===== config.mk =====
export PLATFORM = sky130hd
export DESIGN_NAME = reg_bank_16x16
export DESIGN_NICKNAME = d
export VERILOG_FILES = /design/src/rtl/cpu_pkg.sv /design/src/rtl/decoder_4_16.sv /design/src/rtl/wb_hold_slot.sv /design/src/rtl/reg_bank_16x16.sv
export SDC_FILE = /design/constraint.sdc
export NUM_CORES = 1
export LEC_CHECK = 0
export BUFFER_PORTS_ARGS = -buffer_cell sky130_fd_sc_hd__buf_2
export CELL_PAD_IN_SITES_DETAIL_PLACEMENT = 1
export CELL_PAD_IN_SITES_GLOBAL_PLACEMENT = 2
export CORE_MARGIN = 5
export CORE_UTILIZATION = 36
export CTS_CLUSTER_DIAMETER = 120
export CTS_CLUSTER_SIZE = 24
export DETAILED_ROUTE_END_ITERATION = 8
export GPL_TIMING_DRIVEN = 0
export HOLD_SLACK_MARGIN = 0.02
export PLACE_DENSITY = 0.89
export REMOVE_ABC_BUFFERS = 1
export SLEW_MARGIN = 20
export SYNTH_ARGS = -nofsm -noshare
export SYNTH_HDL_FRONTEND = slang
export SYNTH_SLANG_ARGS = --single-unit

===== constraint.sdc =====
create_clock -name clk -period 12.3 [get_ports clk]
set_input_delay 1.845 -clock clk [delete_from_list [all_inputs] [get_ports clk]]
set_output_delay 1.845 -clock clk [all_outputs]
set_load 0.01 [all_outputs]

===== src/rtl/cpu_pkg.sv =====
// Shared PT1 CPU register-file types and sizes.
package cpu_pkg;

   localparam int unsigned REG_W      = 16;
   localparam int unsigned NREGS      = 16;
   localparam int unsigned REG_ADDR_W = 4;

   typedef enum logic [0:0] {
      HOLD_EMPTY = 1'b0,
      HOLD_FULL  = 1'b1
   } hold_state_t;

   typedef struct packed {
      logic [REG_ADDR_W-1:0] addr;
      logic [REG_W-1:0]      data;
   } wb_entry_t;

endpackage


===== src/rtl/decoder_4_16.sv =====
// 4-bit address to 16-bit one-hot decoder with enable.
module decoder_4_16 (
   input  logic        en,
   input  logic [3:0]  addr,
   output logic [15:0] onehot
);

   always_comb begin
      onehot = '0;
      if (en) onehot[addr] = 1'b1;
   end

endmodule


===== src/rtl/wb_hold_slot.sv =====
// Arbitrates ALU and load writebacks into one write per cycle; a load that
// collides with an ALU write is parked in a one-entry slot until A goes idle.
module wb_hold_slot
   import cpu_pkg::*;
(
   input  logic                  clk,
   input  logic                  rst,
   input  logic                  a_valid,
   input  logic [REG_ADDR_W-1:0] a_addr,
   input  logic [REG_W-1:0]      a_data,
   input  logic                  b_valid,
   input  logic [REG_ADDR_W-1:0] b_addr,
   input  logic [REG_W-1:0]      b_data,
   output logic                  b_ready,
   output logic                  wr_valid,
   output logic [REG_ADDR_W-1:0] wr_addr,
   output logic [REG_W-1:0]      wr_data
);

   hold_state_t state_q, state_d;
   wb_entry_t   slot_q, slot_d;

   // b_ready depends only on the state flop, never on the valids.
   assign b_ready = (state_q == HOLD_EMPTY);

   always_comb begin
      state_d  = state_q;
      slot_d   = slot_q;
      wr_valid = 1'b0;
      wr_addr  = '0;
      wr_data  = '0;
      case (state_q)
         HOLD_EMPTY: begin
            if (a_valid) begin
               wr_valid = 1'b1;
               wr_addr  = a_addr;
               wr_data  = a_data;
               if (b_valid) begin
                  slot_d  = '{addr: b_addr, data: b_data};
                  state_d = HOLD_FULL;
               end
            end else if (b_valid) begin
               wr_valid = 1'b1;
               wr_addr  = b_addr;
               wr_data  = b_data;
            end
         end
         HOLD_FULL: begin
            if (a_valid) begin
               wr_valid = 1'b1;
               wr_addr  = a_addr;
               wr_data  = a_data;
               // A is newer than the parked load: drop the slot.
               if (a_addr == slot_q.addr) state_d = HOLD_EMPTY;
            end else begin
               wr_valid = 1'b1;
               wr_addr  = slot_q.addr;
               wr_data  = slot_q.data;
               state_d  = HOLD_EMPTY;
            end
         end
         default: state_d = HOLD_EMPTY;
      endcase
   end

   always_ff @(posedge clk or posedge rst) begin
      if (rst) begin
         state_q <= HOLD_EMPTY;
         slot_q  <= '0;
      end else begin
         state_q <= state_d;
         slot_q  <= slot_d;
      end
   end

endmodule


===== src/rtl/reg_bank_16x16.sv =====
// Sixteen 16-bit architectural registers with busy scoreboard and flat output bus.
// Optional REGBANK_R0_ZERO_EN hardwires register 0 to zero.
module reg_bank_16x16
   import cpu_pkg::*;
(
   input  logic                    clk,
   input  logic                    rst,
   input  logic                    a_valid,
   input  logic [REG_ADDR_W-1:0]   a_addr,
   input  logic [REG_W-1:0]        a_data,
   input  logic                    b_valid,
   output logic                    b_ready,
   input  logic [REG_ADDR_W-1:0]   b_addr,
   input  logic [REG_W-1:0]        b_data,
   input  logic                    rsv_valid,
   input  logic [REG_ADDR_W-1:0]   rsv_addr,
   output logic [NREGS-1:0]        busy,
   output logic [REG_W*NREGS-1:0]  data_bus_out
);

   logic                    wr_valid;
   logic [REG_ADDR_W-1:0]   wr_addr;
   logic [REG_W-1:0]        wr_data;
   logic [NREGS-1:0]        wr_onehot;
   logic [NREGS-1:0]        rsv_onehot;
   logic [REG_W*NREGS-1:0]  bank_q, bank_d;
   logic [NREGS-1:0]        busy_q, busy_d;

   wb_hold_slot u_hold (
      .clk      (clk),
      .rst      (rst),
      .a_valid  (a_valid),
      .a_addr   (a_addr),
      .a_data   (a_data),
      .b_valid  (b_valid),
      .b_addr   (b_addr),
      .b_data   (b_data),
      .b_ready  (b_ready),
      .wr_valid (wr_valid),
      .wr_addr  (wr_addr),
      .wr_data  (wr_data)
   );

   decoder_4_16 u_wr_dec (
      .en     (wr_valid),
      .addr   (wr_addr),
      .onehot (wr_onehot)
   );

   decoder_4_16 u_rsv_dec (
      .en     (rsv_valid),
      .addr   (rsv_addr),
      .onehot (rsv_onehot)
   );

   always_comb begin
      bank_d = bank_q;
      for (int unsigned i = 0; i < NREGS; i++) begin
         if (wr_onehot[i]) bank_d[i*REG_W +: REG_W] = wr_data;
      end
      // Reservation is applied after the clear so a same-cycle set wins.
      busy_d = (busy_q & ~wr_onehot) | rsv_onehot;
`ifdef REGBANK_R0_ZERO_EN
      bank_d[REG_W-1:0] = '0;
      busy_d[0]         = 1'b0;
`endif
   end

   always_ff @(posedge clk or posedge rst) begin
      if (rst) begin
         bank_q <= '0;
         busy_q <= '0;
      end else begin
         bank_q <= bank_d;
         busy_q <= busy_d;
      end
   end

   assign data_bus_out = bank_q;
   assign busy         = busy_q;

endmodule


; Word level (Yosys, flattened, before mapping)
; Index checks and enable logic that the tools add are counted.
[totals]
romBits = 0
latch_bits = 0
input_bits = 49
mem_bits_rw = 0
memories = 0
output_inout_bits = 273
register_bits = 293
wordCells = 53
[op_classes]
order_cmp = 4
n_eq_ne = 1
n_mul = 0
n_addsub = 0
n_reduce_logical = 3
shifts = 0
div_mod_pow = 0
n_mux = 21
bitwise_logic = 4
[op_table]
columns = op, n
row1 = $mux W16, 5
row2 = $pmux W16 S2, 1
row3 = $and A16 B16 Y16, 1
row4 = $not A16 Y16, 1
row5 = $or A16 B16 Y16, 1
row6 = $mux W4, 3
row7 = $lt A4 B5 Y1 const B, 2
row8 = $demux W1 S4, 2
row9 = $ge A4 B1 Y1 const B, 2
row10 = $pmux W4 S2, 1
row11 = $mux W1, 7
row12 = $eq A4 B4 Y1, 1
row13 = $pmux W1 S2, 2
row14 = $reduce_and A3 Y1, 1
row15 = $logic_and A1 B1 Y1, 2
row16 = $not A1 Y1, 1

; Longest topological paths before layout
; Gate-level depths: netlist (run 1).
[logic_depth]
depth_word = 11
mapped_depth = 7

; Hierarchy
; A second synthesis (run 1) with hierarchy kept.
[hier_totals]
cells_unflattened = 790
hier_area_um2 = 12126.6
[by_module_without_submodules]
columns = mod, area_each_um2, cells_each, n_inst
row1 = reg_bank_16x16, 10533.9, 609, 1
row2 = wb_hold_slot, 1355.0, 135, 1
row3 = decoder_4_16 (u_rsv_dec), 120.1, 23, 1
row4 = decoder_4_16 (u_wr_dec), 117.6, 23, 1

; Worst setup path after synthesis (run 1)
; OpenSTA, ideal clock, no wires.
[synth_path]
path_type = input to register
start = input port a_valid
end = register bank_q[192] (netlist: data_bus_out[192])
required_time_ns = 12.175
n_path_buf = 4
stages = 7
path_slack_ns = 8.657
arrival_ns = 3.519
setup_ns = 0.125
cell_sequence = buf_6 -> buf_2 -> a22o_1 -> buf_4 -> nor4b_4 -> buf_6 -> mux2_2
[synth_via]
elab_chain_cells = 7
elab_cells_between_ends = 14
[synth_lines]
columns = item, line
row1 = "start, declared", reg_bank_16x16.sv:8  ; input logic a_valid,
row2 = "$mux W4, on equally long branches", "wb_hold_slot.sv:49, wb_hold_slot.sv:34"
row3 = $pmux W4 S2, wb_hold_slot.sv:32  ; case (state_q)
row4 = $lt A4 B5 Y1 (not written as such) or $ge A4 B1 Y1 (tied branches), decoder_4_16.sv:10  ; if (en) onehot[addr] = 1'b1;
row5 = $logic_and A1 B1 Y1 (not written as such), decoder_4_16.sv:10
row6 = $mux W1 (not written as such), decoder_4_16.sv:10
row7 = $demux W1 S4, -
row8 = $mux W16, decoder_4_16.sv:10
row9 = "end signal, assigned", reg_bank_16x16.sv:74  ; bank_q <= bank_d;
row10 = "end, declared", reg_bank_16x16.sv:26  ; logic [REG_W*NREGS-1:0] bank_q, bank_d;
; Several ways; a longest one is shown, not always the timed one.
; A chain may end at the register's enable or synchronous reset.

; Final worst setup path (run 1)
[layout_path]
start = input port a_valid
end = register bank_q[81] (netlist: data_bus_out[81])
; The elaborated chain is that of the path after synthesis.

==> run_results.csv, run 1 <==
group,metric,value,unit
clock_network,clk_pin_slew,0.10,ns
yosys,synth_top_cell_by_area,"dfrtp_1",
floorplanning,initial_core_util,36.5,%
clock_network,hold_buffers,0,
timing,fin_crit,4.59,ns
grt,overflow,0,
timing,hold_violations,0,
floorplanning,ios,322,
clock_network,cts_resized,0,
routing,dr_total_vias,7525,
timing,max_freq,218,MHz
routing,drcViolationCount,0,
hold_path,holdPathStages,1,
worst_setup_path,worstSetupPathType,"in2reg",
floorplanning,die_y,192,um
place,post_dp_cell_area,14100,um2
worst_setup_path,rr_startpoint,"u_hold.state_q",
worst_setup_path,path_max_fanout,45,
worst_setup_path,cpPeakStageDelay,0.79,ns
timing,tightest_slew,1.06,ns
finish,drive_gt1_share,63.9,%
clock_network,clock_sinks,293,
yosys,synth_warnings,0,
worst_setup_path,reg2reg_to,"data_bus_out[81]",
worst_setup_path,crit_path_top_delay_cell,"a21oi_4",
place,place_ws,7.10,ns
grt,grt_max_degree,105,
pwr,ir_worst_vdd,129,uV
yosys,synthTopCellsByCount,"dfrtp_1 (293), mux2_2 (273), clkbuf_1 (20), nand2_1 (20), buf_6 (19)",
finish,stdcell_count,1507,
yosys,ys_ff_latch,293,
yosys,synth_ff_type,"dfrtp_1",
timing,fin_crit_sh,37.3,%
timing,max-slew-margin-rel,29.1,%
grt,grt_pass1_wl,53000,um
routing,drt-total-wl,34900,um
worst_setup_path,startpoint,"a_valid",
clock_network,clock_path_buffers,3,
hold_path,hold_class,"reg2reg",
worst_setup_path,r2r_slack,8.74,ns
yosys,netlist.area_leader.share,61.7,%
pwr,power.density,242,nW/um2
pwr,p_leak,0.00717,uW
timing,setup_slack,7.71,ns
finish,final_area,14500,um2
grt,antenna_found_initial,1,
yosys,synth_cell_type_count,35,
place,hpwl,25500,um
run,drv_cap,0,
clock_network,cts_setup_buffers,0,
finish,fill_cells,3459,
worst_setup_path,startpoint_type,"primary input",
place,gp_congestion,0.790,
floorplanning,fp.dieW,192,um
worst_setup_path,path_cells,"buf_2 -> a21oi_2 -> a21oi_4 -> nor4b_4 -> buf_4 -> mux2_2",
floorplanning,num_rows,66,
finish,syn_to_final_growth,22.4,%
routing,drt-vias-per-instance,4.99,
finish,fin_nets,1113,
yosys,async_flop_share,100,%
timing,setup_viol,0,
yosys,synth_seq_area_share,61.7,%
routing,dr.first_iter.drc_count,293,
timing,slew_violations,0,
yosys,syn-cell-area,11900,um2
timing,finalClockSkew,0.0265,ns
worst_setup_path,worstPathRequired,12.70,ns
grt,grtUsageTotal,18.8,%
clock_network,h-tree-depth,1,
floorplanning,die_area,36700,um2
yosys,synth_edf_count,0,
floorplanning,core,32500,um2
clock_network,numCtsBuffers,16,
timing,rsz0062_at_grt,"false",
clock_network,tritoncts,"built",
routing,first_pass_iters,4,
yosys,synth.most_common_cell,"dfrtp_1",
place,portBuffers,321,
grt,grt_pass1_vias,8420,
timing,tns,0,ns
routing,postRouteAntennaNets,0,
worst_setup_path,arrival,4.99,ns
pwr,total_power,3520,uW
yosys,netlist_instances,744,
clock_network,root_buffer,"clkbuf_16",
worst_setup_path,critPathCaptureType,"flop",
clock_network,worstSkewPairLatency,0.52,ns
worst_setup_path,reg2regPathDepth,5,
routing,wl_per_cell,23.1,um
place,dp.cells,1488,
yosys,synth.avg_cell_area,16.0,um2
yosys,synthTopCellsByArea,"dfrtp_1 (62%), mux2_2 (26%), buf_6 (1.8%), nand4b_4 (1.2%), nor4b_4 (1.2%)",
run_status,status,"finished clean",
worst_setup_path,cp-endpoint,"data_bus_out[81]",
## how the worst min path moves through the flow
stage	start	to	slack (ns)
after floorplan	u_hold.slot_q[0]	u_hold.slot_q[0]	0.48
after global placement	data_bus_out[6]	data_bus_out[6]	0.47
after detailed placement	data_bus_out[70]	data_bus_out[70]	0.47
after CTS	data_bus_out[6]	data_bus_out[6]	0.50
after global routing	data_bus_out[70]	data_bus_out[70]	0.52
final	data_bus_out[70]	data_bus_out[70]	0.49
## placed cells by master, fill, tap and decap left out, types with 2 or more instances in the layout
master / Yosys / routed
buf_16: 0 / 2
nor2b_1: 4 / 4
nor4b_4: 6 / 6
o22ai_1: 4 / 4
xor2_1: 4 / 4
o2bb2ai_1: 8 / 8
mux2_2: 273 / 273
nand4_4: 2 / 2
clkbuf_16: 0 / 16
nand2_1: 20 / 20
a21oi_1: 3 / 3
a22oi_1: 16 / 16
buf_6: 19 / 20
nor4_4: 2 / 2
nand2b_1: 2 / 2
buf_4: 3 / 6
nand3b_1: 5 / 5
mux2_1: 3 / 3
nand4b_4: 6 / 6
buf_2: 5 / 321
o21ai_2: 0 / 15
dfrtp_1: 293 / 293
inv_1: 11 / 10
a21oi_4: 3 / 3
o32ai_1: 4 / 4
## stage by stage
| step | hold slack, ns | utilization [%] |
|---|---|---|
| detailed placement | 0.474 | 43.3 |
| CTS | 0.495 | 44.7 |
| global placement | 0.466 | 42.1 |
| floorplan | 0.480 | - |
| global route | 0.519 | 44.7 |
| finish | 0.492 | 44.7 |
## registers in the layout, summed over array words and instances, names as in the netlist
| name | flops |
|---|---|
| u_hold.state_q | 1 |
| u_hold.slot_q | 20 |
| busy | 16 |
| data_bus_out | 256 |
## per-layer routing
| layer | share of wire, % | up-vias | global-route usage, % |
|---|---|---|---|
| li1 | - | 3295 | - |
| met1 | 39 | 3992 | 22.5 |
| met2 | 52 | 207 | 33.9 |
| met3 | 7.0 | 31 | 4.96 |
| met4 | 2.3 | 0 | 4.14 |
| met5 | 0 | - | 0 |
## cell type report
type,instances,area (um2),share of cell area (%)
diodes,1,2.50,0.0172
clock buffers,16,400,2.75
clock inverters,2,36.3,0.250
inverters,11,48.8,0.336
multi-input cells,392,4220,29.0
flip-flops and latches,293,7330,50.4
well taps,442,553,3.80
repair buffers,350,1950,13.4
## where the power goes
| group | internal (uW) | switching [uW] | total (uW) | leakage [uW] |
|---|---|---|---|---|
| Sequential | 1400 | 232 | 1630 | 0.00366 |
| Combinational | 649 | 683 | 1330 | 0.00330 |
| Clock | 241 | 314 | 555 | 0.000214 |
## kinds of logic after synthesis
family                    share of synthesized area [%]
buffers and inverters                              3.21
AOI/OAI and AO/OA                                  3.75
xor gates and xnor gates                          0.295
DFF                                                61.7
muxes                                              26.2
and+or+nand+nor                                    4.85
## critical path, delay by kind of cell
kind / cells / cell delay (ns)
mux: 1 / 0.36
compound gates: 2 / 0.88
buf+inv: 2 / 1.11
simple gates: 1 / 0.76
Power figures use the tool's default switching activity.
==> run 2: changes to the inputs <==
--- a/config.mk
+++ b/config.mk
@@ -5,17 +5,18 @@
 export SDC_FILE = /design/constraint.sdc
 export NUM_CORES = 1
 export LEC_CHECK = 0
+export ABC_AREA = 1
 export BUFFER_PORTS_ARGS = -buffer_cell sky130_fd_sc_hd__buf_2
 export CELL_PAD_IN_SITES_DETAIL_PLACEMENT = 1
 export CELL_PAD_IN_SITES_GLOBAL_PLACEMENT = 2
 export CORE_MARGIN = 5
-export CORE_UTILIZATION = 36
+export CORE_UTILIZATION = 31
 export CTS_CLUSTER_DIAMETER = 120
 export CTS_CLUSTER_SIZE = 24
 export DETAILED_ROUTE_END_ITERATION = 8
 export GPL_TIMING_DRIVEN = 0
 export HOLD_SLACK_MARGIN = 0.02
-export PLACE_DENSITY = 0.89
+export PLACE_DENSITY = 0.9
 export REMOVE_ABC_BUFFERS = 1
 export SLEW_MARGIN = 20
 export SYNTH_ARGS = -nofsm -noshare
==> constraint.sdc (replaced) <==
create_clock -name clk -period 4.45 [get_ports clk]
set_input_delay 0.6675 -clock clk [delete_from_list [all_inputs] [get_ports clk]]
set_output_delay 0.6675 -clock clk [all_outputs]
set_load 0.01 [all_outputs]
==> run 2 against run 1 <==
Effect of this change: hold slack lost 0.36 ns; first-iteration DRC count rose by 130%; synthesized cell count grew 89%; non-clock buffer count down 20; clock power rose to 3.0 times the previous value; power grew to 2.7 times the previous value; critical path depth is 3 higher; combinational power rose to 2.6 times the previous value; flip-flop and latch count stayed put; sequential share of layout area down 1.3 points; critical path type is now reg2reg; largest power group unchanged.
==> run_results.csv, run 2 <==
group,metric,value,unit
pwr,power.density,643,nW/um2
routing,dr_total_vias,10669,
pwr,internal-power,5790,uW
timing,slew_violations,0,
pwr,switching_share,39.7,%
grt,antenna_found_initial,6,
timing,tightest_slew,1.05,ns
yosys,synth_top_cell_by_area,"dfrtp_1",
grt,grt_pass1_vias,11117,
timing,hold_violations,0,
pwr,p_leak,0.00839,uW
pwr,switching_power,3810,uW
finish,mostFrequentLayoutCell,"nand2_1",
floorplanning,die_area,43700,um2
run,drv_cap,0,
yosys,synth_warnings,0,
worst_setup_path,path_max_fanout,51,
worst_setup_path,worstPathRequired,4.86,ns
clock_network,root_buffer,"clkbuf_16",
yosys,synth_seq_area_share,59.7,%
yosys,async_flop_share,100,%
place,gp_congestion,0.788,
yosys,synth.avg_cell_area,8.75,um2
finish,drive_gt1_share,25.2,%
yosys,synthTopCellsByArea,"dfrtp_1 (60%), nand2_1 (19%), nand3_1 (7.9%), o21ai_0 (2.0%), buf_2 (2.0%)",
pwr,power.clock.fraction,17.5,%
timing,max_freq,284,MHz
routing,first_pass_iters,4,
floorplanning,core,39500,um2
floorplanning,die_y,209,um
timing,fin_crit,3.52,ns
clock_network,clock_sinks,293,
floorplanning,ios,322,
floorplanning,num_rows,73,
run_status,status,"finished clean",
yosys,synth_edf_count,0,
clock_network,worstSkewPairLatency,0.52,ns
routing,postRouteAntennaNets,0,
routing,drt-total-wl,45900,um
timing,setup_viol,0,
floorplanning,initial_core_util,31.1,%
routing,drt-vias-per-instance,4.87,
yosys,synth.most_common_cell,"nand2_1",
pwr,p_comb_share,36.6,%
grt,grt_pass1_wl,70100,um
grt,grt_max_degree,102,
grt,grtUsageTotal,20.5,%
yosys,synth_cell_type_count,26,
finish,largest_reg_flops,256,
yosys,synth_ff_type,"dfrtp_1",
place,portBuffers,321,
finish,fill_cells,4778,
timing,finalClockSkew,0.0206,ns
finish,final_cell_mix,"nand2_1 (635), buf_2 (321), dfrtp_1 (293)",
worst_setup_path,worstSetupPathType,"reg2reg",
timing,fin_crit_sh,79.1,%
timing,max-slew-margin-rel,30.1,%
timing,setup_slack,0.930,ns
place,place_ws,0.450,ns
routing,dr.first_iter.drc_count,675,
finish,fin_nets,1712,
clock_network,cts_resized,0,
yosys,netlist.area_leader.share,59.7,%
worst_setup_path,critPathCaptureType,"flop",
worst_setup_path,arrival,3.93,ns
pwr,ir_worst_vdd,284,uV
timing,rsz0062_at_grt,"false",
floorplanning,fp.dieW,209,um
clock_network,clock_path_buffers,3,
clock_network,tritoncts,"built",
routing,drcViolationCount,0,
clock_network,numCtsBuffers,16,
yosys,synthTopCellsByCount,"nand2_1 (637), dfrtp_1 (293), nand3_1 (194), o21ai_0 (50), buf_2 (48)",
clock_network,hold_buffers,0,
hold_path,hold_class,"in2async",
clock_network,cts_setup_buffers,0,
finish,syn_to_final_growth,21.4,%
routing,wl_per_cell,20.9,um
worst_setup_path,r2r_slack,0.93,ns
grt,overflow,0,
yosys,syn-cell-area,12300,um2
yosys,netlist_instances,1404,
clock_network,h-tree-depth,1,
clock_network,clk_pin_slew,0.10,ns
place,hpwl,30400,um
worst_setup_path,startpoint_type,"flop",
timing,hold_ws,0.130,ns
yosys,ys_ff_latch,293,
pwr,seq_power_share,45.9,%
-- run 2: changes by cell type in the layout (fill, tap and decap cells not counted), sizes merged, moves of 6 or more --
cell     change
a22oi       -17
buf         -20
inv         +27
mux2       -259
nand2      +628
nand3      +196
nand3b       -6
nand4b       -6
nor2        +25
nor4b        -6
o21ai       +51
o21bai      +17
o2bb2ai      -8
-- run 2: stage by stage --
| step | power (uW) | util [%] | TNS, ns | std cells | cell area (um2) |
|---|---|---|---|---|---|
| after CTS | 9740 | 37.8 | 0 | 2190 | 14900 |
| after detailed placement | 8030 | 36.6 | 0 | 2170 | 14400 |
| after global placement | 7840 | 35.8 | -2408.18 | 2161 | 14100 |
| final | 9600 | 37.8 | 0 | 2193 | 14900 |
| after global routing | 10300 | 37.8 | 0 | 2193 | 14900 |
| after floorplan | 6040 | - | -1262.32 | 1315 | 11800 |
-- run 2: critical path: stages, from the launching register on --
cell     delay (ns)
dfrtp_1        0.51
inv_2          0.10
nor2_2         0.62
nand2_1        0.21
nand3_2        0.21
nand2_4        0.19
inv_2          0.77
nand2_2        0.47
nand2_1        0.19
nand2_1        0.07
-- run 2: cell type report --
cell class / instances / area, um2 / share of cell area [%]
Clock buffer: 18 / 429 / 2.88
Timing Repair Buffer: 330 / 1830 / 12.3
Tap cell: 525 / 657 / 4.40
Sequential cell: 293 / 7330 / 49.1
Clock inverter: 2 / 46.3 / 0.310
Inverter: 39 / 159 / 1.06
Multi-Input combinational cell: 983 / 4460 / 29.9
Antenna cell: 3 / 7.51 / 0.0503
-- run 2: final timing paths --
path,cells past startpoint,endpoint,startpoint
min reg2reg,2,data_bus_out[106],data_bus_out[106]
max reg2reg,9,data_bus_out[16],u_hold.state_q
max in group asynchronous,3,data_bus_out[127],rst
max,9,data_bus_out[16],u_hold.state_q
min in group clk,2,u_hold.slot_q[0],b_data[0]
min,2,data_bus_out[43],rst
-- run 2: kinds of logic (layout without fill, tap and decap cells) --
logic type	after synthesis	after routing	synth area share [%]
other	0	3	0
AOI/OAI and AO/OA	88	88	3.93
and+or+nand+nor	874	874	29.7
buffers and inverters	128	389	4.84
xor gates and xnor gates	4	4	0.285
DFF	293	293	59.7
muxes	17	17	1.56
-- run 2: power by group through the flow --
| stage | sequential [uW] | combinational (uW) | clock, uW |
|---|---|---|---|
| after floorplan | 4860 | 1190 | 0 |
| after global placement | 4420 | 3430 | 0 |
| after detailed placement | 4440 | 3590 | 0 |
| after CTS | 4400 | 3590 | 1740 |
| after global routing | 4540 | 3880 | 1840 |
| final | 4400 | 3510 | 1680 |
-- run 2: layer usage --
metal,GRT usage [%],up-vias,routed length [um]
met5,0,-,21
met4,5.60,4,1280
met3,4.17,66,2700
met2,33.9,279,22100
met1,27.7,5368,19900
li1,-,4952,-
